$ cat config.mk
export PLATFORM = sky130hd
export DESIGN_NAME = posl_parl
export DESIGN_NICKNAME = d
export VERILOG_FILES = /design/src/rtl/posl_parl_pkg.sv /design/src/rtl/posl_parl_outreg.sv /design/src/rtl/posl_parl.sv
export SDC_FILE = /design/constraint.sdc
export NUM_CORES = 1
export LEC_CHECK = 0
export CORE_MARGIN = 2
export CORE_UTILIZATION = 45
export DETAILED_ROUTE_END_ITERATION = 12
export GPL_TIMING_DRIVEN = 0
export PLACE_DENSITY = 0.7
export SYNTH_ARGS = -nofsm -noshare
export SYNTH_HDL_FRONTEND = slang
export SYNTH_SLANG_ARGS = --single-unit
$ cat constraint.sdc
create_clock -name clk -period 1.6 [get_ports clk]
set_input_delay 0.48 -clock clk [delete_from_list [all_inputs] [get_ports clk]]
set_output_delay 0.48 -clock clk [all_outputs]
set_load 0.1 [all_outputs]
$ cat src/rtl/posl_parl_pkg.sv
// Shared types and sizing helpers for the posl_parl deserializer.
// POSL_PARL_PARITY_EN adds one trailing even-parity bit per frame.
package posl_parl_pkg;

  typedef enum logic {
    IDLE  = 1'b0,
    SHIFT = 1'b1
  } state_t;

`ifdef POSL_PARL_PARITY_EN
  localparam int PAR_BITS = 1;
`else
  localparam int PAR_BITS = 0;
`endif

  function automatic int cnt_w(input int width);
    return $clog2(width + 1);
  endfunction

  // FRAME_LEN for a given word width
  function automatic int frame_len(input int width);
    return width + PAR_BITS;
  endfunction

endpackage

$ cat src/rtl/posl_parl_outreg.sv
// Valid/ready output holding register with overrun pulse.
// Ports: clk, reset, load, din -> dout, valid; ready in; overrun out.
module posl_parl_outreg #(
  parameter int DW = 8
) (
  input  logic          clk,
  input  logic          reset,
  input  logic          load,
  input  logic [DW-1:0] din,
  output logic [DW-1:0] dout,
  output logic          valid,
  input  logic          ready,
  output logic          overrun
);

  logic take;
  logic drop;
  logic drain;

  // A load is accepted when the slot is free or is being
  // emptied on this same edge (back-to-back throughput).
  assign take  = load && (!valid || ready);
  assign drop  = load && valid && !ready;
  assign drain = !load && valid && ready;

  always_ff @(posedge clk) begin
    if (reset) begin
      dout    <= '0;
      valid   <= 1'b0;
      overrun <= 1'b0;
    end else begin
      overrun <= 1'b0;
      unique case (1'b1)
        take: begin
          dout  <= din;
          valid <= 1'b1;
        end
        drop:    overrun <= 1'b1;
        drain:   valid   <= 1'b0;
        default: ;
      endcase
    end
  end

endmodule

$ cat src/rtl/posl_parl.sv
// Serial-to-parallel deserializer with valid/ready word output.
// Ports: clk, reset, ser_in, ser_valid, frame_start -> par_out,
// par_valid, par_ready(in), busy, overrun; par_err with
// POSL_PARL_PARITY_EN defined.
module posl_parl
  import posl_parl_pkg::*;
#(
  parameter int WIDTH     = 8,
  parameter bit MSB_FIRST = 1'b1
) (
  input  logic             clk,
  input  logic             reset,
  input  logic             ser_in,
  input  logic             ser_valid,
  input  logic             frame_start,
  output logic [WIDTH-1:0] par_out,
  output logic             par_valid,
  input  logic             par_ready,
  output logic             busy,
  output logic             overrun
`ifdef POSL_PARL_PARITY_EN
  ,
  output logic             par_err
`endif
);

  localparam int FRAME_LEN = frame_len(WIDTH);
  localparam int CW        = cnt_w(WIDTH);
  localparam int OW        = WIDTH + PAR_BITS;
  localparam logic [CW-1:0] LAST = CW'(FRAME_LEN - 1);

  state_t           state;
  state_t           state_n;
  logic [CW-1:0]    cnt;
  logic [CW-1:0]    cnt_n;
  logic [WIDTH-1:0] shreg;
  logic [WIDTH-1:0] shreg_n;
  logic [WIDTH-1:0] shifted;
  logic [WIDTH-1:0] first;
  logic [WIDTH-1:0] word;
  logic             load;
  logic [OW-1:0]    din;
  logic [OW-1:0]    dout;

  logic do_start;
  logic do_last;
  logic do_shift;

`ifdef POSL_PARL_PARITY_EN
  logic acc;
  logic acc_n;
  logic err;
`endif

  assign do_start = ser_valid && frame_start;
  assign do_last  = ser_valid && !frame_start
                 && state == SHIFT && cnt == LAST;
  assign do_shift = ser_valid && !frame_start
                 && state == SHIFT && cnt != LAST;

  // A new frame shifts into a cleared register so stale
  // bits from an aborted frame never leak into the word.
  always_comb begin
    if (MSB_FIRST) begin
      shifted = {shreg[WIDTH-2:0], ser_in};
      first   = {{(WIDTH-1){1'b0}}, ser_in};
    end else begin
      shifted = {ser_in, shreg[WIDTH-1:1]};
      first   = {ser_in, {(WIDTH-1){1'b0}}};
    end
  end

  always_comb begin
    state_n = state;
    cnt_n   = cnt;
    shreg_n = shreg;
    load    = 1'b0;
    word    = shifted;
`ifdef POSL_PARL_PARITY_EN
    acc_n   = acc;
    err     = 1'b0;
`endif
    unique case (1'b1)
      do_start: begin
        state_n = SHIFT;
        cnt_n   = CW'(1);
        shreg_n = first;
`ifdef POSL_PARL_PARITY_EN
        acc_n   = ser_in;
`endif
      end
      do_last: begin
        state_n = IDLE;
        cnt_n   = '0;
        load    = 1'b1;
`ifdef POSL_PARL_PARITY_EN
        // final bit is parity, data already complete
        word    = shreg;
        err     = acc ^ ser_in;
`else
        shreg_n = shifted;
`endif
      end
      do_shift: begin
        cnt_n   = cnt + CW'(1);
        shreg_n = shifted;
`ifdef POSL_PARL_PARITY_EN
        acc_n   = acc ^ ser_in;
`endif
      end
      default: ;
    endcase
  end

  always_ff @(posedge clk) begin
    if (reset) begin
      state <= IDLE;
      cnt   <= '0;
      shreg <= '0;
`ifdef POSL_PARL_PARITY_EN
      acc   <= 1'b0;
`endif
    end else begin
      state <= state_n;
      cnt   <= cnt_n;
      shreg <= shreg_n;
`ifdef POSL_PARL_PARITY_EN
      acc   <= acc_n;
`endif
    end
  end

  assign busy = (state == SHIFT);

`ifdef POSL_PARL_PARITY_EN
  assign din = {err, word};
  assign {par_err, par_out} = dout;
`else
  assign din     = word;
  assign par_out = dout;
`endif

  posl_parl_outreg #(
    .DW(OW)
  ) u_outreg (
    .clk    (clk),
    .reset  (reset),
    .load   (load),
    .din    (din),
    .dout   (dout),
    .valid  (par_valid),
    .ready  (par_ready),
    .overrun(overrun)
  );

endmodule

### Word-level counts from Yosys, hierarchy flattened

Index checks and enable logic that the tools add are counted.

| cells by class | value |
|---|---|
| equality and inequality tests | 2 |
| mux-type cells | 6 |
| add/sub/neg operators | 1 |
| reduce and logical (&&, ||, !) cells | 20 |

Operators by type and width:

| operator | count |
|---|---|
| $pmux W7 S2 | 1 |
| $pmux W4 S3 | 1 |
| $logic_and A1 B1 Y1 | 10 |
| $reduce_bool A2 Y1 | 3 |
| $add A4 B1 Y4 const B | 1 |
| $eq A4 B3 Y1 const B | 1 |
| $logic_not A1 Y1 | 4 |
| $ne A4 B3 Y1 const B | 1 |
| $pmux W1 S2 | 2 |
| $reduce_bool A3 Y1 | 1 |
| $mux W1 | 2 |
| $reduce_or A2 Y1 | 1 |
| $logic_or A1 B1 Y1 | 1 |

| word-level totals | value |
|---|---|
| input port bits | 6 |
| logic and storage cells | 35 |
| bits in registers | 22 |
| output and inout bits | 11 |

### Depth between registers and ports, before layout

| depth | value |
|---|---|
| depth after elaboration | 9 |
| mapped depth | 4 |

### Modules after synthesis

A second synthesis with hierarchy kept.

| unflattened totals | value |
|---|---|
| cell total of the unflattened synthesis | 93 |
| area total of the unflattened synthesis | 924.6 sq um |

Modules (own cells, without submodules):

| module | sequential area each (sq um) | instances | cells each | area each (sq um) |
|---|---|---|---|---|
| posl_parl | 240.2 | 1 | 52 | 488.0 |
| posl_parl_outreg | 200.2 | 1 | 41 | 436.7 |

### Least setup slack after synthesis

Ideal clock, no wire load.

| path | value |
|---|---|
| path kind | register -> register |
| start point | register state, in the netlist busy |
| end point | register u_outreg.dout[0] |
| data required time | 1.528 ns |
| path slack | -0.325 ns |
| stages on the path, launching flop included | 5 |
| setup time | 0.072 ns |
| arrival time | 1.854 ns |
| path through | dfxtp_1 -> and3b_4 -> and4_4 -> buf_8 -> mux2i_1 |

| between the ends | value |
|---|---|
| cells in the longest elaborated chain, start to end | 4 |

RTL lines:

| what | line | text |
|---|---|---|
| from (decl) | posl_parl.sv:32 | `state_t state;` |
| from (signal assigned) | posl_parl.sv:124 | `state <= state_n;` |
| $logic_and A1 B1 Y1 (2 in series) | posl_parl.sv:57 | `&& state == SHIFT && cnt == LAST;` |
| $mux W1 | posl_parl.sv:83 | `unique case (1'b1)` |
| $logic_and A1 B1 Y1 | posl_parl_outreg.sv:22 | `assign take = load && (!valid \|\| ready);` |
| to (signal assigned) | posl_parl_outreg.sv:35 | `dout <= din;` |
| to (decl) | posl_parl_outreg.sv:10 | `output logic [DW-1:0] dout,` |

No other way between the ends.
A chain may end at the register's enable or synchronous reset.

### Worst setup path after layout

| path | value |
|---|---|
| start point | register u_outreg.valid |
| end point | output par_valid |

RTL lines:

| what | line | text |
|---|---|---|
| from (decl) | posl_parl_outreg.sv:11 | `output logic valid,` |
| from (signal assigned) | posl_parl_outreg.sv:29 | `valid <= 1'b0;` |
| from (signal assigned) | posl_parl_outreg.sv:36 | `valid <= 1'b1;` |
| from (signal assigned) | posl_parl_outreg.sv:39 | `drain: valid <= 1'b0;` |
| to (decl) | posl_parl.sv:17 | `output logic par_valid,` |

No word-level cell between the ends.

==> flow_summary.json <==
{
  "cp-start-kind": "flop",
  "clkPwrFrac_pct": 32.1,
  "ir_drop_v": 0.000467,
  "cp.depth": 1,
  "fin_nets": 120,
  "worstPathCellList": "buf_2",
  "hold_depth": 2,
  "synth_cells": 91,
  "crit_arrival_ns": 1.06,
  "wirelength_um": 1780,
  "postSynthNetCount": 98,
  "vias": 722,
  "synth_seq_cells": 22,
  "die_w_um": 49.4,
  "drc": 0,
  "final_cells": 139,
  "final_core_util_pct": 58.0,
  "hold_viol_final": 0,
  "drive_gt1_share_pct": 24.1,
  "numCtsBuffers": 3,
  "seq_area_frac_synth_pct": 47.5,
  "grt_overflow": 0,
  "multiInputGateArea_sq_um": 453,
  "switching_power_uw": 209,
  "ff_latch_area_sq_um": 443,
  "dp.cells": 134,
  "cts_tree": "done",
  "place_ws_ns": -0.408,
  "initial_utilization_pct": 47.3,
  "grt_first_pass_wirelength_um": 3190,
  "cp_slowest_cell": "buf_2",
  "rr_worst_depth": 4,
  "ant_nets": 0,
  "worstReg2RegStart": "cnt[0]$_SDFFE_PP0P_",
  "diodes": 0,
  "tightest_slew_ns": 0.487,
  "hp-class": "flop to flop",
  "min_period_over_period_pct": 96.2,
  "nFillCells": 201,
  "fin_area_sq_um": 1140,
  "fin_ws_ns": 0.0615,
  "status": "finished clean",
  "cts_buffer_depth": 2,
  "crit_type": "flop to primary output",
  "antenna_found_initial": 0,
  "cp_slowest_stage_delay_ns": 0.42,
  "hold_end": "u_outreg.dout[7]$_SDFFE_PP0P_",
  "cts.sinks": 22,
  "yosys_warnings": 0,
  "rsz0062_at_grt": "false",
  "ys_types": 25,
  "worstHoldStart": "u_outreg.dout[7]$_SDFFE_PP0P_",
  "fin_tns_setup_ns": 0,
  "drv_cap": 0,
  "port_buffers": 16,
  "dr.first_iter.drc_count": 7,
  "fp.dieH_um": 49.4,
  "grtUsageTotal_pct": 17.1,
  "htreeDepth": 1,
  "skew_ns": 0.00192,
  "areaGrowthSynthToFinish_pct": 22.8,
  "timing.fmax_mhz": 650,
  "syn_area_per_cell_sq_um": 10.2,
  "clock_latency_ns": 0.30,
  "seq_power_share_pct": 60.1,
  "rr_endpoint": "u_outreg.dout[4]$_SDFFE_PP0P_",
  "hpwl_um": 1270,
  "synthesis.area_sq_um": 927,
  "ctsRootBufferMaster": "clkbuf_4",
  "sw_frac_of_total_pct": 22.4,
  "core_sq_um": 1960,
  "dieArea_sq_um": 2440,
  "crit_buf_inv": 1,
  "endpoint_kind": "primary output",
  "intPower_uw": 724,
  "relSlewSlack_pct": 67.8,
  "path_clk_slew_ns": 0.12,
  "power_density_nw_per_um2": 819,
  "required_ns": 1.12,
  "path_delay_family": "buffers and inverters",
  "row_count": 16,
  "grt_max_degree": 13,
  "drt-wirelength-per-cell_um": 12.8,
  "setup_violations": 0,
  "place_congestion": 0.676,
  "io-pin-count": 17,
  "grt_pass1_vias": 677,
  "r2r_slack_ns": 0.23,
  "final_max_slew_viol_count": 0,
  "viasPerCell": 5.19,
  "dr.pass1.iters": 4,
  "fin_crit_ns": 1.54,
  "p_leak_uw": 0.000426,
  "place_area_sq_um": 1120,
  "cp_max_fo": 2,
  "comb_power_share_pct": 7.9
}
==> synthesized netlist by cell type <==
master | n | area share (%)
o21ai_2 | 1 | 0.94
a2111oi_2 | 1 | 1.6
buf_8 | 1 | 1.6
mux2i_1 | 9 | 9.7
a21o_1 | 1 | 0.81
clkbuf_1 | 3 | 1.2
and4_4 | 1 | 1.2
buf_4 | 1 | 0.81
and3_4 | 1 | 1.2
a31oi_1 | 1 | 0.68
ha_1 | 1 | 1.3
a21oi_1 | 3 | 1.6
nor2b_1 | 2 | 1.3
and4b_1 | 1 | 1.1
nand3b_1 | 1 | 0.81
nand2_1 | 1 | 0.40
nor3_1 | 2 | 1.1
a22oi_1 | 6 | 4.9
nand3_1 | 4 | 2.2
and3b_4 | 1 | 1.3
a32oi_1 | 1 | 0.94
a311oi_1 | 1 | 0.94
nor2_1 | 8 | 3.2
nand2b_1 | 17 | 11
dfxtp_1 | 22 | 48
==> worst max path at each step <==
| stage | startpoint | end |
|---|---|---|
| final | u_outreg.valid$_SDFFE_PP0P_ | par_valid |
| after global routing | u_outreg.valid$_SDFFE_PP0P_ | par_valid |
| after CTS | u_outreg.dout[0]$_SDFFE_PP0P_ | par_out[0] |
| after detailed placement | reset | shreg[1]$_SDFFE_PP0P_ |
| after global placement | busy$_SDFFE_PP0P_ | busy |
| after floorplan | busy$_SDFFE_PP0P_ | u_outreg.dout[0]$_SDFFE_PP0P_ |
==> timing repair <==
item | in CTS | in global routing
hold buffers | 0 | 0
buffers inserted | 1 | 0
gates resized for setup | 58 | 11
setup endpoints to repair | 28 | 16
==> registers in the layout (all words and copies together), names as in the netlist <==
signal,count
busy,1
cnt,4
shreg,7
u_outreg.dout,8
u_outreg.overrun,1
u_outreg.valid,1
==> area by class of cell <==
| type | count | share of cell area [%] |
|---|---|---|
| multi-input combinational | 64 | 39.8 |
| sequential | 22 | 38.9 |
| timing repair buffer | 17 | 12.0 |
| clock buffer | 4 | 3.19 |
| buffer | 5 | 3.19 |
| tap | 27 | 2.97 |
==> cell families after synthesis <==
kind of cell	after synthesis	share of synthesized area [%]
and+or+nand+nor	39	25.4
adders and majority gates	1	1.35
muxes	9	9.72
buffers and inverters	5	3.64
AOI/OAI and AO/OA	15	12.4
DFF	22	47.5
==> layer usage <==
| layer | vias to the layer above | wire length (um) | track usage (%) |
|---|---|---|---|
| li1 | 368 | - | - |
| met1 | 342 | 817 | 22.0 |
| met2 | 10 | 899 | 28.4 |
| met3 | 2 | 52 | 2.76 |
| met4 | 0 | 14 | 6.94 |
| met5 | - | 0 | 0 |
==> stage by stage <==
step | power [uW] | hold slack, ns
floorplan | 618 | 0.452
global placement | 645 | 0.458
detailed placement | 647 | 0.466
CTS | 943 | 0.485
global route | 995 | 0.452
finish | 933 | 0.481
==> power by group through the flow <==
| stage | Sequential (uW) | Clock (uW) | Combinational, uW |
|---|---|---|---|
| 3_3_place_gp | 572 | 0 | 72.4 |
| 4_1_cts | 561 | 308 | 74.2 |
| 5_1_grt | 562 | 353 | 80.3 |
| 2_1_floorplan | 584 | 0 | 34.6 |
| 6_report | 560 | 299 | 73.2 |
| 3_5_place_dp | 573 | 0 | 74.1 |
==> placed cells by master, fill, tap and decap left out, types with 2 or more instances in the layout <==
cell type and instances:
clkbuf_4 11, mux2i_1 9, dfxtp_1 20, nand3_1 4
clkdlybuf4s50_1 3, nor2b_1 2, a22oi_1 6, buf_2 2
clkbuf_2 2, buf_4 3, a21oi_1 3, nor3_1 2
nand2b_1 17, dfxtp_2 2, nor2_1 8
No activity file was read; power rests on OpenSTA's default activity.
